### src/rtl/clk_div_sched.sv
// clk_div_sched: glitch-free divided clock with edge strobes, req/ack ratio change and run/stop.
// Optional CLK_DIV_SCHED_CNT_EN adds a 16-bit rise counter output edge_cnt.
module clk_div_sched #(
  parameter int CNT_W = 8
) (
  input  logic             clk,
  input  logic             rst,
  input  logic             run,
  input  logic [1:0]       div_sel,
  input  logic [CNT_W-1:0] div_half,
  input  logic             sel_req,
  output logic             sel_ack,
  output logic             clk_out,
  output logic             rise_tick,
  output logic             fall_tick,
  output logic             active
`ifdef CLK_DIV_SCHED_CNT_EN
  ,
  output logic [15:0]      edge_cnt
`endif
);
  typedef enum logic [1:0] {IDLE, RUN, STOP} state_t;
  state_t r_state, w_state;
  logic [CNT_W-1:0] r_cnt, w_cnt, r_h, w_h, w_h_sel;
  logic r_clk, w_clk, r_blk, w_req, w_tog, w_rise, w_fall, w_ack;
  assign w_h_sel = div_sel == 2'd0 ? CNT_W'(1) :
                   div_sel == 2'd1 ? CNT_W'(2) :
                   div_sel == 2'd2 ? CNT_W'(4) :
                   div_half == '0  ? CNT_W'(1) : div_half;
  // a held request is ignored after its ack until sel_req drops
  assign w_req  = sel_req & ~r_blk;
  assign w_tog  = (r_state != IDLE) && (r_cnt == r_h - CNT_W'(1));
  assign w_rise = w_tog & ~r_clk;
  assign w_fall = w_tog & r_clk;
  assign active = r_state != IDLE;
  assign clk_out = r_clk;
  always_comb begin
    w_state = r_state;
    w_cnt   = r_cnt;
    w_clk   = r_clk;
    w_h     = r_h;
    w_ack   = 1'b0;
    if (r_state == IDLE) begin
      w_cnt = '0;
      w_clk = 1'b0;
      w_state = run ? RUN : IDLE;
      w_ack = w_req;
      w_h = w_req ? w_h_sel : r_h;
    end else begin
      w_cnt = w_tog ? '0 : r_cnt + CNT_W'(1);
      w_clk = r_clk ^ w_tog;
      w_ack = w_fall & w_req;
      w_h = w_ack ? w_h_sel : r_h;
      if (r_state == RUN && !run) w_state = STOP;
      else if (r_state == STOP && run) w_state = RUN;
      else if (r_state == STOP && w_fall) w_state = IDLE;
    end
  end
  always_ff @(posedge clk) begin
    if (rst) begin
      r_state   <= IDLE;
      r_cnt     <= '0;
      r_clk     <= 1'b0;
      r_h       <= CNT_W'(1);
      r_blk     <= 1'b0;
      sel_ack   <= 1'b0;
      rise_tick <= 1'b0;
      fall_tick <= 1'b0;
    end else begin
      r_state   <= w_state;
      r_cnt     <= w_cnt;
      r_clk     <= w_clk;
      r_h       <= w_h;
      r_blk     <= w_ack ? 1'b1 : (sel_req ? r_blk : 1'b0);
      sel_ack   <= w_ack;
      rise_tick <= w_rise;
      fall_tick <= w_fall;
    end
  end
`ifdef CLK_DIV_SCHED_CNT_EN
  logic [15:0] r_edge_cnt;
  assign edge_cnt = r_edge_cnt;
  always_ff @(posedge clk) begin
    if (rst) r_edge_cnt <= '0;
    else if (w_rise) r_edge_cnt <= r_edge_cnt + 16'd1;
  end
`endif
endmodule

### config.mk
export PLATFORM = sky130hd
export DESIGN_NAME = clk_div_sched
export DESIGN_NICKNAME = d
export VERILOG_FILES = /design/src/rtl/clk_div_sched.sv
export SDC_FILE = /design/constraint.sdc
export NUM_CORES = 1
export LEC_CHECK = 0
export BUFFER_PORTS_ARGS = -buffer_cell sky130_fd_sc_hd__buf_4
export CAP_MARGIN = 0
export CORE_MARGIN = 2
export CORE_UTILIZATION = 42
export CTS_BUF_LIST = sky130_fd_sc_hd__clkbuf_8
export DETAILED_ROUTE_END_ITERATION = 8
export HOLD_SLACK_MARGIN = 0.02
export SETUP_SLACK_MARGIN = 0.1
export SLEW_MARGIN = 25
export SYNTH_ARGS = -nofsm -noshare
export SYNTH_HDL_FRONTEND = slang
export SYNTH_SLANG_ARGS = --single-unit
### constraint.sdc
create_clock -name clk -period 8.2 [get_ports clk]
set_input_delay 0.41 -clock clk [delete_from_list [all_inputs] [get_ports clk]]
set_output_delay 0.41 -clock clk [all_outputs]
set_load 0.005 [all_outputs]
==> results, run 1 <==
- The multi-input gate area in the final layout is 707 um2.
- The average wire per cell in the routed design is about 13 um.
- The max-slew violation total from the final report is 0.
- The total wirelength of the detailed-routed design is 2430 um.
- The number of inserted diodes is 0.
- The floorplan has 19 rows.
- Input and output buffers added on the ports amount to 18.
- The share of cells above drive strength 1 is 16.8%.
- The overall track demand over capacity in global routing is 16.4%.
- Dividing the detail-routed via count by the number of cells gives ~5.5.
- Clock-pin slew was measured on the worst setup and hold paths at about 0.08 ns.
- Across the VDD grid, the largest voltage drop is 0.000125 V.
- For this run, design rule violations remaining after detail routing come to 0.
- The count of TritonRoute iterations in the first routing pass is 4.
- Overall power consumption after layout is estimated at 0.230 mW.
- The share of the synthesized area in the top cell type is 37.6%.
- The first global-routing pass estimated between 4000 and 5000 um of wire.
- The synthesized area per cell is 8.56 um2.
- The synthesized instance count is roughly 140.
- The pin slew with the least headroom to its limit is 0.772 ns.
- From bottom edge to top edge, the die measures 58.0 um.
- The floorplan step defined a core boundary enclosing 2760 um2.
- Setup repair after global routing left no endpoint under its margin.
- The number of H-tree branching levels is 1.
- The max-cap violation count is 0.
- The filler cells instantiated in the layout total between 200 and 300.
- Detailed placement ended at an HPWL of 1850 um.
- The total overflow left after global routing is 0.
- The number of global-route vias before repair is 977.
- Once detail routing completed, the nets flagged for antenna violations numbered 0.
- The net count reported at finish is 174.
- The post-synthesis to final-layout area growth is 14.8%.
- Internal power comes to 0.168 mW.
- In this run the worst hold path is classified as primary input to flip-flop.
- The worst setup path is launched from a flip-flop.
- The leakage power of the design is 0.532 nW.
- The flow ran to the end, and the final reports show no timing, DRC or antenna violations.
- In the final timing run, aggregate negative setup slack is 0 ns.
- The maximum clock skew at final layout is 0.00167 ns.
- The post-route minimum period is 3.44 ns.
- Entering global routing, the biggest net connects 24 pins.
- After clock tree synthesis, the flow added hold-fix buffers numbering 0.
- The number of clock buffers inserted by TritonCTS is 3.
- Traced cell by cell, the critical path runs through inv_1 -> ha_1 -> o21ba_2 -> a221oi_1 -> a41oi_1 -> a211oi_4 -> and2_1 -> ha_1 -> nor2_1 -> nor3b_1 -> nand4_1 -> a21oi_1.
- After the first detailed-routing iteration, the DRC count stood at 27.
- The tree built by TritonCTS fans out to 23 sinks.
- The count of different cell masters after synthesis is 37.
- The worst setup path is of the flip-flop to flip-flop kind.
- The power density over cell area is 164 nW/um2.
- The clock reaches the later pin of the worst-skew pair after 0.27 ns.
- Headroom to the max-slew limit came out at a little under 50%.
- Hold timing on the final database bottoms out at a slack of 0.366 ns.
- The delay of the slowest critical-path stage is 0.64 ns.
- STA puts the critical path data required time at 8.40 ns.
- In this run, flip-flops and latches consume 51.8% of the power.
- After clock tree synthesis, the repair step resized 0 gates.
- The cell area after technology mapping is 1220 um2.
- The worst path uses 42.0% of the clock period.
- Registers take 460 um2.
- The hold violation total from the final report came to 0.
- The via count is 1022.
- The cell type of the slowest stage on the worst timing path is sky130_fd_sc_hd__nor3b_1.
- The maximum count of clock buffers along a single path is 2.
- Routability-driven placement finished with a final weighted congestion of 0.846.
- The top cell type by total area after synthesis is sky130_fd_sc_hd__dfxtp_1.
- The starting density of the core is 44.4%.
- Synthesis produced a netlist with a net count of 161.
- The analysis attributes to net switching a power of 0.0628 mW.
- The number of warnings reported in the yosys synthesis log is 0.
- The switching power share of the total is 27.3%.
- The setup-violating endpoint count in the final report is 0.
- For this run, the top clock speed supported by timing is roughly 0.29 GHz.
- The overall die area is 3360 um2.
- The die width is 58.0 um.
- The total I/O pin count is 19.
- The clock share of power is 30.6%.
- The number of synthesized register bits is 23.
- Once the clock tree was built, the setup fixing pass inserted 0 buffers.
- TritonCTS built the clock tree.
- The proportion of power drawn by combinational gates is 17.6%.
- Data arrives at the worst endpoint at 3.64 ns.
- Counting stages on the worst path, the most repeated cell is sky130_fd_sc_hd__ha_1.
- The worst setup path is captured at a flip-flop.
- The initial antenna violation count is 0.
- The root buffer cell chosen for the clock tree is sky130_fd_sc_hd__clkbuf_8.
- The utilization of the core after routing is around half.
- Along the worst path, the maximum fanout reaches 9.
- Yosys attributes the largest share of cell area to sky130_fd_sc_hd__dfxtp_1 (38%), sky130_fd_sc_hd__xnor2_1 (6.4%), sky130_fd_sc_hd__a21oi_1 (4.9%).
- The sequential fraction of the synthesis area is 37.6%.
==> cell usage after synthesis <==
master and instances:
sky130_fd_sc_hd__dfxtp_1 23, sky130_fd_sc_hd__a21oi_1 12, sky130_fd_sc_hd__nand2_1 11, sky130_fd_sc_hd__xnor2_1 9
sky130_fd_sc_hd__clkbuf_1 8, sky130_fd_sc_hd__nor2_1 8, sky130_fd_sc_hd__nand4_1 7, sky130_fd_sc_hd__nor4_1 7
sky130_fd_sc_hd__nand3_1 6, sky130_fd_sc_hd__xor2_1 6, sky130_fd_sc_hd__inv_1 5, sky130_fd_sc_hd__nor3_1 5
sky130_fd_sc_hd__ha_1 4, sky130_fd_sc_hd__nand2b_1 4, sky130_fd_sc_hd__buf_1 2, sky130_fd_sc_hd__nor2b_1 2
sky130_fd_sc_hd__nor3b_1 2, sky130_fd_sc_hd__nor4b_1 2, sky130_fd_sc_hd__o21bai_1 2, sky130_fd_sc_hd__a211o_1 1
sky130_fd_sc_hd__a211oi_1 1, sky130_fd_sc_hd__a211oi_4 1, sky130_fd_sc_hd__a221oi_1 1, sky130_fd_sc_hd__a41oi_1 1
sky130_fd_sc_hd__and2_1 1, sky130_fd_sc_hd__and3_1 1, sky130_fd_sc_hd__and4_1 1, sky130_fd_sc_hd__nand4b_1 1
sky130_fd_sc_hd__nor4_4 1, sky130_fd_sc_hd__o211ai_1 1, sky130_fd_sc_hd__o21a_1 1, sky130_fd_sc_hd__o21ai_0 1
sky130_fd_sc_hd__o21ba_2 1, sky130_fd_sc_hd__o31a_1 1, sky130_fd_sc_hd__or2_2 1, sky130_fd_sc_hd__or3b_2 1
sky130_fd_sc_hd__or4_1 1
==> final cells by class <==
type / count / share of cell area [%]
clock buffer: 3 / 2.94
sequential: 23 / 32.8
clock inverter: 1 / 0.267
inverter: 5 / 1.34
multi-input combinational: 105 / 50.3
tap: 31 / 2.76
timing repair buffer: 18 / 9.62
==> worst max-delay path, delay by kind of cell, from the launching register on <==
kind	cells	cell delay, ns
buffers and inverters	1	0.08
DFF	1	0.46
adders and majority gates	2	0.52
and+or+nand+nor	4	1.13
AOI/OAI and AO/OA	5	1.19
==> cells in the final DEF (no fill, tap or decap), drive strengths merged, types with 2 or more instances in the layout <==
cell type	Yosys	routed
a211oi	2	2
nor2	8	8
dfxtp	23	23
nor2b	2	2
nor4b	2	2
nor4	8	8
nand2b	4	4
buf	2	18
xnor2	9	9
nand4	7	7
xor2	6	6
clkbuf	8	3
inv	5	6
nor3	5	5
nor3b	2	2
a21oi	12	12
nand3	6	6
nand2	11	11
o21bai	2	2
ha	4	4
==> stage by stage <==
| step | setup slack (ns) | std cells | area [um2] |
|---|---|---|---|
| 6_report | 4.76 | 186 | 1410 |
| 5_1_grt | 4.38 | 186 | 1410 |
| 4_1_cts | 4.77 | 186 | 1410 |
| 3_5_place_dp | 4.80 | 182 | 1360 |
| 3_3_place_gp | 4.90 | 182 | 1360 |
| 2_1_floorplan | 4.91 | 143 | 1220 |
==> registers in the layout, indices dropped and copies added (netlist names) <==
register / cells
r_cnt: 8
sel_ack: 1
r_blk: 1
rise_tick: 1
fall_tick: 1
clk_out: 1
r_h: 8
r_state: 2
==> final timing paths <==
| kind | slack, ns | to | startpoint | cells past startpoint |
|---|---|---|---|---|
| setup / recovery | 4.76 | r_h[3] | r_h[0] | 12 |
| hold reg to reg | 0.48 | r_state[1] | r_state[1] | 2 |
| setup reg to reg | 4.76 | r_h[3] | r_h[0] | 12 |
| hold / removal | 0.37 | r_state[0] | run | 3 |
==> power groups by stage <==
stage	combinational [mW]	clock, mW	sequential, mW
6_report	0.0405	0.0704	0.119
5_1_grt	0.0450	0.0757	0.120
4_1_cts	0.0405	0.0716	0.120
3_5_place_dp	0.0404	0	0.122
3_3_place_gp	0.0400	0	0.122
2_1_floorplan	0.0297	0	0.120
==> cell families (layout without fill, tap and decap cells) <==
kind of cell | Yosys count | after routing | synth area share (%)
and+or+nand+nor | 62 | 62 | 29.2
AOI/OAI and AO/OA | 24 | 24 | 13.7
DFF | 23 | 23 | 37.6
xor gates and xnor gates | 15 | 15 | 10.7
buffers and inverters | 15 | 27 | 4.60
adders and majority gates | 4 | 4 | 4.09
==> routing by layer <==
layer  vias up  GRT usage [%]  routed length [um]
li1        535              -                   -
met1       472           22.3                1200
met2        13           25.6                1140
met3         2           3.57                  65
met4         0           5.98                  23
met5         -              0                   0
(Power assumes the default switching activity.)
==> run 2: changes to the inputs <==
Clock period 8.2 ns to 3.6 ns, I/O delays scaled along.
==> results, run 2 (synthesis results as in run 1) <==
- The flow ran to the end, and the final reports show no timing, DRC or antenna violations.
- The worst hold path terminates at r_state[0].
- The post-route minimum period is about 3.1 ns.
- The maximum vdd drop is 0.000225 V.
- The DRC marker count from the first detailed-route iteration is 32.
- The most common cell after layout, fill and taps aside is sky130_fd_sc_hd__dfxtp_1.
- The kind of start point of the critical path is a flip-flop.
- The count of TritonRoute iterations in the first routing pass is 4.
- The net switching power is 0.144 mW.
- The worst hold path begins at run.
- The post-synthesis to final-layout area growth is 16.8%.
- Summed over all layers, the global routing overflow is 0.
- The total wirelength of the detailed-routed design is 2500 um.
- The share of total power dissipated in sequential elements is 51.2%.
- The final period utilization is between 80 and 90%.
- The longest clock path from root to sink contains 2 buffers.
- In this run the vertical extent of the chip is 58.0 um.
- For this design the top-level I/O count stands at 19.
- The congestion estimate from routability-driven global placement came to 0.868.
- Cell internal power was estimated by the tool at 0.388 mW.
- Setup repair after global routing left no endpoint under its margin.
- The first global-routing pass estimated 4370 um of wire.
- The hold violation total from the final report is 0.
- The final sum of negative setup slack is 0 ns.
- Entering global routing, the biggest net connects 24 pins.
- The number of global-route vias before repair is 958.
- The count of port buffers added during placement is 18.
- The startpoint identified for the worst register-to-register timing path is r_h[0].
- Of the total power, the share spent switching nets is 27.0%.
- The power density over cell area is 372 nW/um2.
- Setup violations remaining at the end of the flow were counted as 0.
- STA puts the critical path data required time at 3.76 ns.
- TritonCTS created 3 clock buffers.
- Between clock sinks in the finished design, the worst skew comes to 0.00224 ns.
- The max-slew violation total from the final report is 0.
- The average wire per cell in the routed design is ~13 um.
- The die covers about 3400 um2.
- For the pin with the worst max-slew slack, the measured transition is 0.295 ns.
- In this run the register-to-register setup slack is about 0.48 ns.
- The clock tree root buffer cell is sky130_fd_sc_hd__clkbuf_8.
- The critical path class is flip-flop to flip-flop.
- CTS built an H-tree with a depth of 1.
- The via count is 1065.
- The DRC violation count after routing is 0.
- The source-to-sink clock delay at the later pin of the worst-skew pair is 0.26 ns.
- The number of inserted diodes is 0.
- Leaving out fill and tap cells, the most frequent cells in the layout are sky130_fd_sc_hd__dfxtp_1 (23), sky130_fd_sc_hd__buf_4 (21), sky130_fd_sc_hd__a21oi_1 (12).
- The endpoint identified for the worst register-to-register timing path is r_h[0].
- STA puts the critical path data arrival time at 3.28 ns.
- The share of cells above drive strength 1 is a little under a fifth.
- The core box area is roughly 2800 um2.
- The post-CTS setup buffer count is 0.
- The largest registers in the layout are r_cnt x8, r_h x8, r_state x2.
- The worst hold-check path type is primary input to flip-flop.
- The number of placed instances, taps included, is about 190.
- CTS saw 23 sinks.
- The worst hold path passes through 3 cells.
- The net count reported at finish is 177.
- The count of cells in the finished layout, fillers not included, comes to between 150 and 200.
- The maximum achievable frequency is 0.320 GHz.
- The filler cells instantiated in the layout total 276.
- Across every metal layer, demand over resource in global routing totals between 10% and 20%.
- The clock-pin slew on the worst setup and hold paths is 0.08 ns.
- Once the floorplan was initialized, standard cells occupied 44.4% of the core.
- The maximum fanout along the worst path is 10.
- The die width is about 58 um.
- The cell depth of the worst flop-to-flop path is 11.
- The CTS tree is done.
- The initial antenna violation count is 0.
- The max-cap violation count is 0.
- The detail route stage leaves a number of antenna-violating nets equal to 0.
- For this run, the share of the core covered by cells in the final layout is a little over 50%.
- The number of placement rows is 19.
- The via density per instance is 5.63.
- The proportion of power drawn by combinational gates is 18.6%.
- Of the total power, the clock network draws 30.2%.
- The count of hold buffers inserted by post-cts repair is 0.
- Final hold analysis gives a worst-case slack of 0.133 ns.
- In this run, post-CTS repair resized a total of 0 instances.
- Once detailed placement completed, the half-perimeter wirelength came to 1900 um.
- The leakage power of the design is ~0.55 nW.
- The tightest slew margin relative to the limit is about four fifths.
- The nature of the critical path endpoint is a flip-flop.
run 2: cell types whose count changed in the layout (fill, tap and decap cells not counted):
cell                       delta
sky130_fd_sc_hd__inv_1        -1
sky130_fd_sc_hd__clkinv_2     +1
sky130_fd_sc_hd__buf_4        +3
run 2: how the worst max path moves through the flow:
stage | start | end | cells after the start
finish | r_h[0] | r_h[0] | 11
global route | r_h[0] | r_h[0] | 11
CTS | r_h[0] | r_h[0] | 11
detailed placement | r_h[0] | r_h[0] | 11
global placement | r_h[0] | r_h[0] | 11
floorplan | r_h[0] | r_h[0] | 14
run 2: power by group through the flow:
stage / Sequential [mW] / Combinational [mW] / Clock, mW
6_report: 0.272 / 0.0989 / 0.160
4_1_cts: 0.272 / 0.0990 / 0.164
5_1_grt: 0.274 / 0.110 / 0.173
3_5_place_dp: 0.278 / 0.0985 / 0
2_1_floorplan: 0.274 / 0.0676 / 0
3_3_place_gp: 0.278 / 0.0971 / 0
run 2: critical path: stages, from the launching register on:
cell and delay [ns]:
sky130_fd_sc_hd__dfxtp_1 0.46, sky130_fd_sc_hd__inv_1 0.07, sky130_fd_sc_hd__ha_1 0.31, sky130_fd_sc_hd__o21ba_2 0.23
sky130_fd_sc_hd__a221oi_1 0.29, sky130_fd_sc_hd__a41oi_1 0.11, sky130_fd_sc_hd__a211oi_4 0.21, sky130_fd_sc_hd__and2_1 0.18
sky130_fd_sc_hd__ha_1 0.21, sky130_fd_sc_hd__nor2_1 0.07, sky130_fd_sc_hd__or3b_2 0.56, sky130_fd_sc_hd__a211o_1 0.32
run 2: area by class of cell:
cell class | count | area, um2 | area share (%)
inverters | 5 | 18.8 | 1.31
clock buffers | 3 | 41.3 | 2.89
flip-flops and latches | 23 | 460 | 32.2
multi-input cells | 105 | 707 | 49.5
repair buffers | 21 | 158 | 11.0
clock inverters | 1 | 5.00 | 0.350
well taps | 31 | 38.8 | 2.71
run 2: through the flow:
stage | instance area [um2] | worst slack (ns) | total power, mW
floorplan | 1220 | 0.308 | 0.342
global placement | 1380 | 0.604 | 0.375
detailed placement | 1380 | 0.506 | 0.377
CTS | 1430 | 0.488 | 0.536
global route | 1430 | 0.278 | 0.557
finish | 1430 | 0.478 | 0.532
run 2: per-layer routing:
metal | global-route usage (%) | routed length, um | vias up
li1 | - | - | 537
met3 | 2.68 | 82 | 5
met1 | 23.6 | 1230 | 501
met5 | 0 | 0 | -
met4 | 8.97 | 52 | 0
met2 | 26.0 | 1130 | 22
==> run 3: changes to the inputs <==
Settings changed: ABC_AREA from default to 1.
==> results, run 3 <==
- The DRC violation count after routing is 0.
- The clock passes through at most 2 buffers.
- The pin slew with the least headroom to its limit is 0.284 ns.
- The initial antenna violation count was 0.
- The number of warnings reported in the yosys synthesis log is 0.
- CTS placed an instance of sky130_fd_sc_hd__clkbuf_8 at the clock tree root.
- Yosys instantiated no cell more often than sky130_fd_sc_hd__nand2_1.
- Prior to clock tree synthesis, the placed netlist has a worst setup slack of 1.18 ns.
- The initial utilization of the core area, before any placement, comes to between 40% and 50%.
- The nature of the critical path endpoint is a flip-flop.
- Post-CTS timing repair inserted 0 buffers for setup.
- The via count is roughly 1100.
- After layout, the worst path uses 67.9% of the clock period.
- The final sum of negative setup slack is 0 ns.
- Measured along the y axis, the die boundary spans 58.0 um.
- The clock-pin slew on the worst setup and hold paths is about 0.08 ns.
- The count of hold buffers inserted by post-cts repair is 0.
- The overall track demand over capacity in global routing is 17.3%.
- Walking the worst path, the cells encountered are inv_2 -> ha_1 -> or2_1 -> nand2_1 -> nand2_1 -> nand2_1 -> nand3_1 -> nor2_1 -> nand2_2 -> nor2_1 -> ha_1 -> nor2_1 -> inv_2 -> nand2_4 -> nor2_4 -> inv_2 -> o31ai_1.
- By area, the combinational part of the netlist is dominated by simple AND/OR/NAND/NOR gates.
- The multiplexer share of the synthesized area is 0%.
- The filler cells instantiated in the layout total 288.
- The net count reported at finish is 212.
- Pin placement for this block handled 19 I/O pins.
- The tool flagged a number of max-cap violations equal to 0.
- The power density over cell area is 364 nW/um2.
- The run finished with clean final reports.
- The initialized floorplan defines 19 standard-cell rows.
- The top flip-flop cell by instance count after synthesis is sky130_fd_sc_hd__dfxtp_1.
- The finished layout holds ~220 standard cells, fillers aside.
- The synthesized design devotes to its leading area cell type 37.6% of total area.
- Setup slack on the critical path of the routed design comes to 1.15 ns.
- The most common cell after layout, fill and taps aside is sky130_fd_sc_hd__nand2_1.
- The number of inserted diodes is 0.
- The synthesized netlist devotes 33.0% of its cell area to simple gates.
- The max-slew violation total from the final report is 0.
- The worst register-to-register path has a depth of 17.
- The family with the most delay on the worst path is simple AND/OR/NAND/NOR gates.
- The synthesized netlist devotes 8.17% of its cell area to compound gates.
- The cell type of the slowest stage on the worst timing path is sky130_fd_sc_hd__dfxtp_1.
- The tightest hold path in the finished design has a slack of 0.0868 ns.
- Counting buffers and inverters, the worst setup path is 17 cells deep.
- The leakage power of the design is 0.674 nW.
- The average wire per cell in the routed design is about 11 um.
- The HPWL after detailed placement is ~2000 um.
- The share of async-settable or async-resettable flops after synthesis is 0%.
- Setup repair after global routing left no endpoint under its margin.
- STA puts the critical path data required time at 3.77 ns.
- The arrival time at the worst endpoint is about 2.6 ns.
- The synthesized netlist contains 23 unique library cells.
- The CTS tree is done.
- The maximum clock skew at final layout is 0.00123 ns.
- The number of global-route vias before repair is roughly 1100.
- The synthesized area per cell is around 7 um2.
- For this run the aggregate overflow at the end of global routing stands at 0.
- In the final layout, the registers with the most flip-flops are r_cnt x8, r_h x8, r_state x2.
- Post-CTS repair changed the size of 0 cells.
- STA classifies the critical path startpoint as a flip-flop.
- Counting flops with a built-in enable in the synthesized netlist gives 0.
- Entering global routing, the biggest net connects 15 pins.
- Ranked by instance count, the synthesized netlist is headed by sky130_fd_sc_hd__nand2_1 (30), sky130_fd_sc_hd__nor2_1 (27), sky130_fd_sc_hd__inv_1 (25), sky130_fd_sc_hd__dfxtp_1 (23), sky130_fd_sc_hd__nand3_1 (18).
- The cell area after technology mapping is about 1200 um2.
- The final layout contains routed wiring with a total length of 2430 um.
- Summing internal, switching and leakage power gives 0.524 mW.
- The count of port buffers added during placement is 18.
- After synthesis the netlist holds a flip-flop and latch count of 23.
- The count of TritonRoute iterations in the first routing pass is 4.
- For this run, the slowest stage of the critical path takes 0.37 ns.
- At the end of routability-driven placement, the weighted congestion stood at 0.874.
- The top cell type by total area after synthesis is sky130_fd_sc_hd__dfxtp_1.
- The number of clock buffers inserted by TritonCTS is 3.
- By area the synthesized netlist is led by sky130_fd_sc_hd__dfxtp_1 (38%), sky130_fd_sc_hd__nand2_1 (9.2%), sky130_fd_sc_hd__nor2_1 (8.3%).
- For this run, the top clock speed supported by timing is 0.409 GHz.
- Compared with the post-synthesis result, the final layout area differs by 17.5%.
- The synthesized instance count is 173.
- The worst setup path is of the flip-flop to flip-flop kind.
- The number of H-tree branching levels is 1.
- The share of cells above drive strength 1 is 16.6%.
- The die covers 3360 um2.
- The number of nets produced by synthesis is 191.
- Dividing the detail-routed via count by the number of cells gives 4.88.
- The tightest slew margin relative to the limit is 80.9%.
- The number of sinks handled by clock tree synthesis is 23.
- For the finished layout, the period the worst path requires is 2.45 ns.
- The sum of buffers and inverters on the critical path is 3.
- The die width is 58.0 um.
- The number of placed instances, taps included, is 220.
- The first global-routing pass estimated between 4000 and 5000 um of wire.
- In this run, the number of DRC markers left after iteration 0 of detailed routing was 23.
- Setup violations remaining at the end of the flow were counted as 0.
- The hold violation total from the final report was 0.
- The xor-xnor portion of the synthesized cell area is roughly 7.9%.
- The sequential fraction of the synthesis area is 37.6%.
- The number of stages on the worst hold path is 2.
- At the later pin of the worst-skew pair, clock insertion delay measures 0.26 ns.
- The total area inside the core boundary comes to ~2800 um2.
- The count of antenna-violating nets left after detailed routing is 0.
- The maximum vdd drop is between 0.0004 and 0.0005 V.
- The worst hold-check path type is primary input to flip-flop.
- Of all nets on the critical path, the largest fanout is 7.
- In the layout the commonest cells are sky130_fd_sc_hd__nand2_1 (30), sky130_fd_sc_hd__nor2_1 (27), sky130_fd_sc_hd__inv_1 (25).
- The area share of fa/ha/maj cells after synthesis is about 4.1%.
-- run 3: cell count changes in the layout (fill, tap and decap cells not counted), moves of 6 or more --
| cell | delta |
|---|---|
| sky130_fd_sc_hd__o21ai_0 | +7 |
| sky130_fd_sc_hd__nor2_1 | +19 |
| sky130_fd_sc_hd__nand3_1 | +12 |
| sky130_fd_sc_hd__nand2_1 | +19 |
| sky130_fd_sc_hd__nor4_1 | -7 |
| sky130_fd_sc_hd__a21oi_1 | -9 |
| sky130_fd_sc_hd__inv_1 | +20 |
| sky130_fd_sc_hd__nand4_1 | -6 |
-- run 3: worst paths after layout --
kind / from / slack (ns) / endpoint
max reg2reg: r_h[0] / 1.15 / r_h[7]
min: run / 0.09 / r_state[1]
min reg2reg: r_cnt[0] / 0.50 / r_cnt[0]
max: r_h[0] / 1.15 / r_h[7]
-- run 3: cells by family after synthesis --
logic type	Yosys count
AOI/OAI and AO/OA	17
buffers and inverters	30
adders and majority gates	4
xor gates and xnor gates	11
DFF	23
and+or+nand+nor	88
-- run 3: where the power goes --
group / switching (mW) / internal (mW) / leakage (nW) / total [mW]
Clock: 0.0868 / 0.0783 / 0.0217 / 0.165
Sequential: 0.00735 / 0.262 / 0.187 / 0.270
Combinational: 0.0509 / 0.0382 / 0.465 / 0.0891
-- run 3: metrics by stage --
step	util, %	area, um2
2_1_floorplan	-	1220
3_3_place_gp	50.4	1390
3_5_place_dp	50.4	1390
4_1_cts	52.2	1440
5_1_grt	52.2	1440
6_report	52.2	1440
-- run 3: layer usage --
layer | share of wire, % | track usage (%)
met3 | 3.4 | 4.24
met5 | 0 | 0
met2 | 49 | 29.2
met1 | 46 | 21.9
met4 | 1.2 | 4.98
-- run 3: area by class of cell --
class,instances,area (um2),area share (%)
multi-input combinational,120,651,45.2
timing repair buffer,18,135,9.39
inverter,28,105,7.30
clock buffer,3,41.3,2.87
sequential,23,460,32.0
clock inverter,1,7.51,0.522
tap,31,38.8,2.70
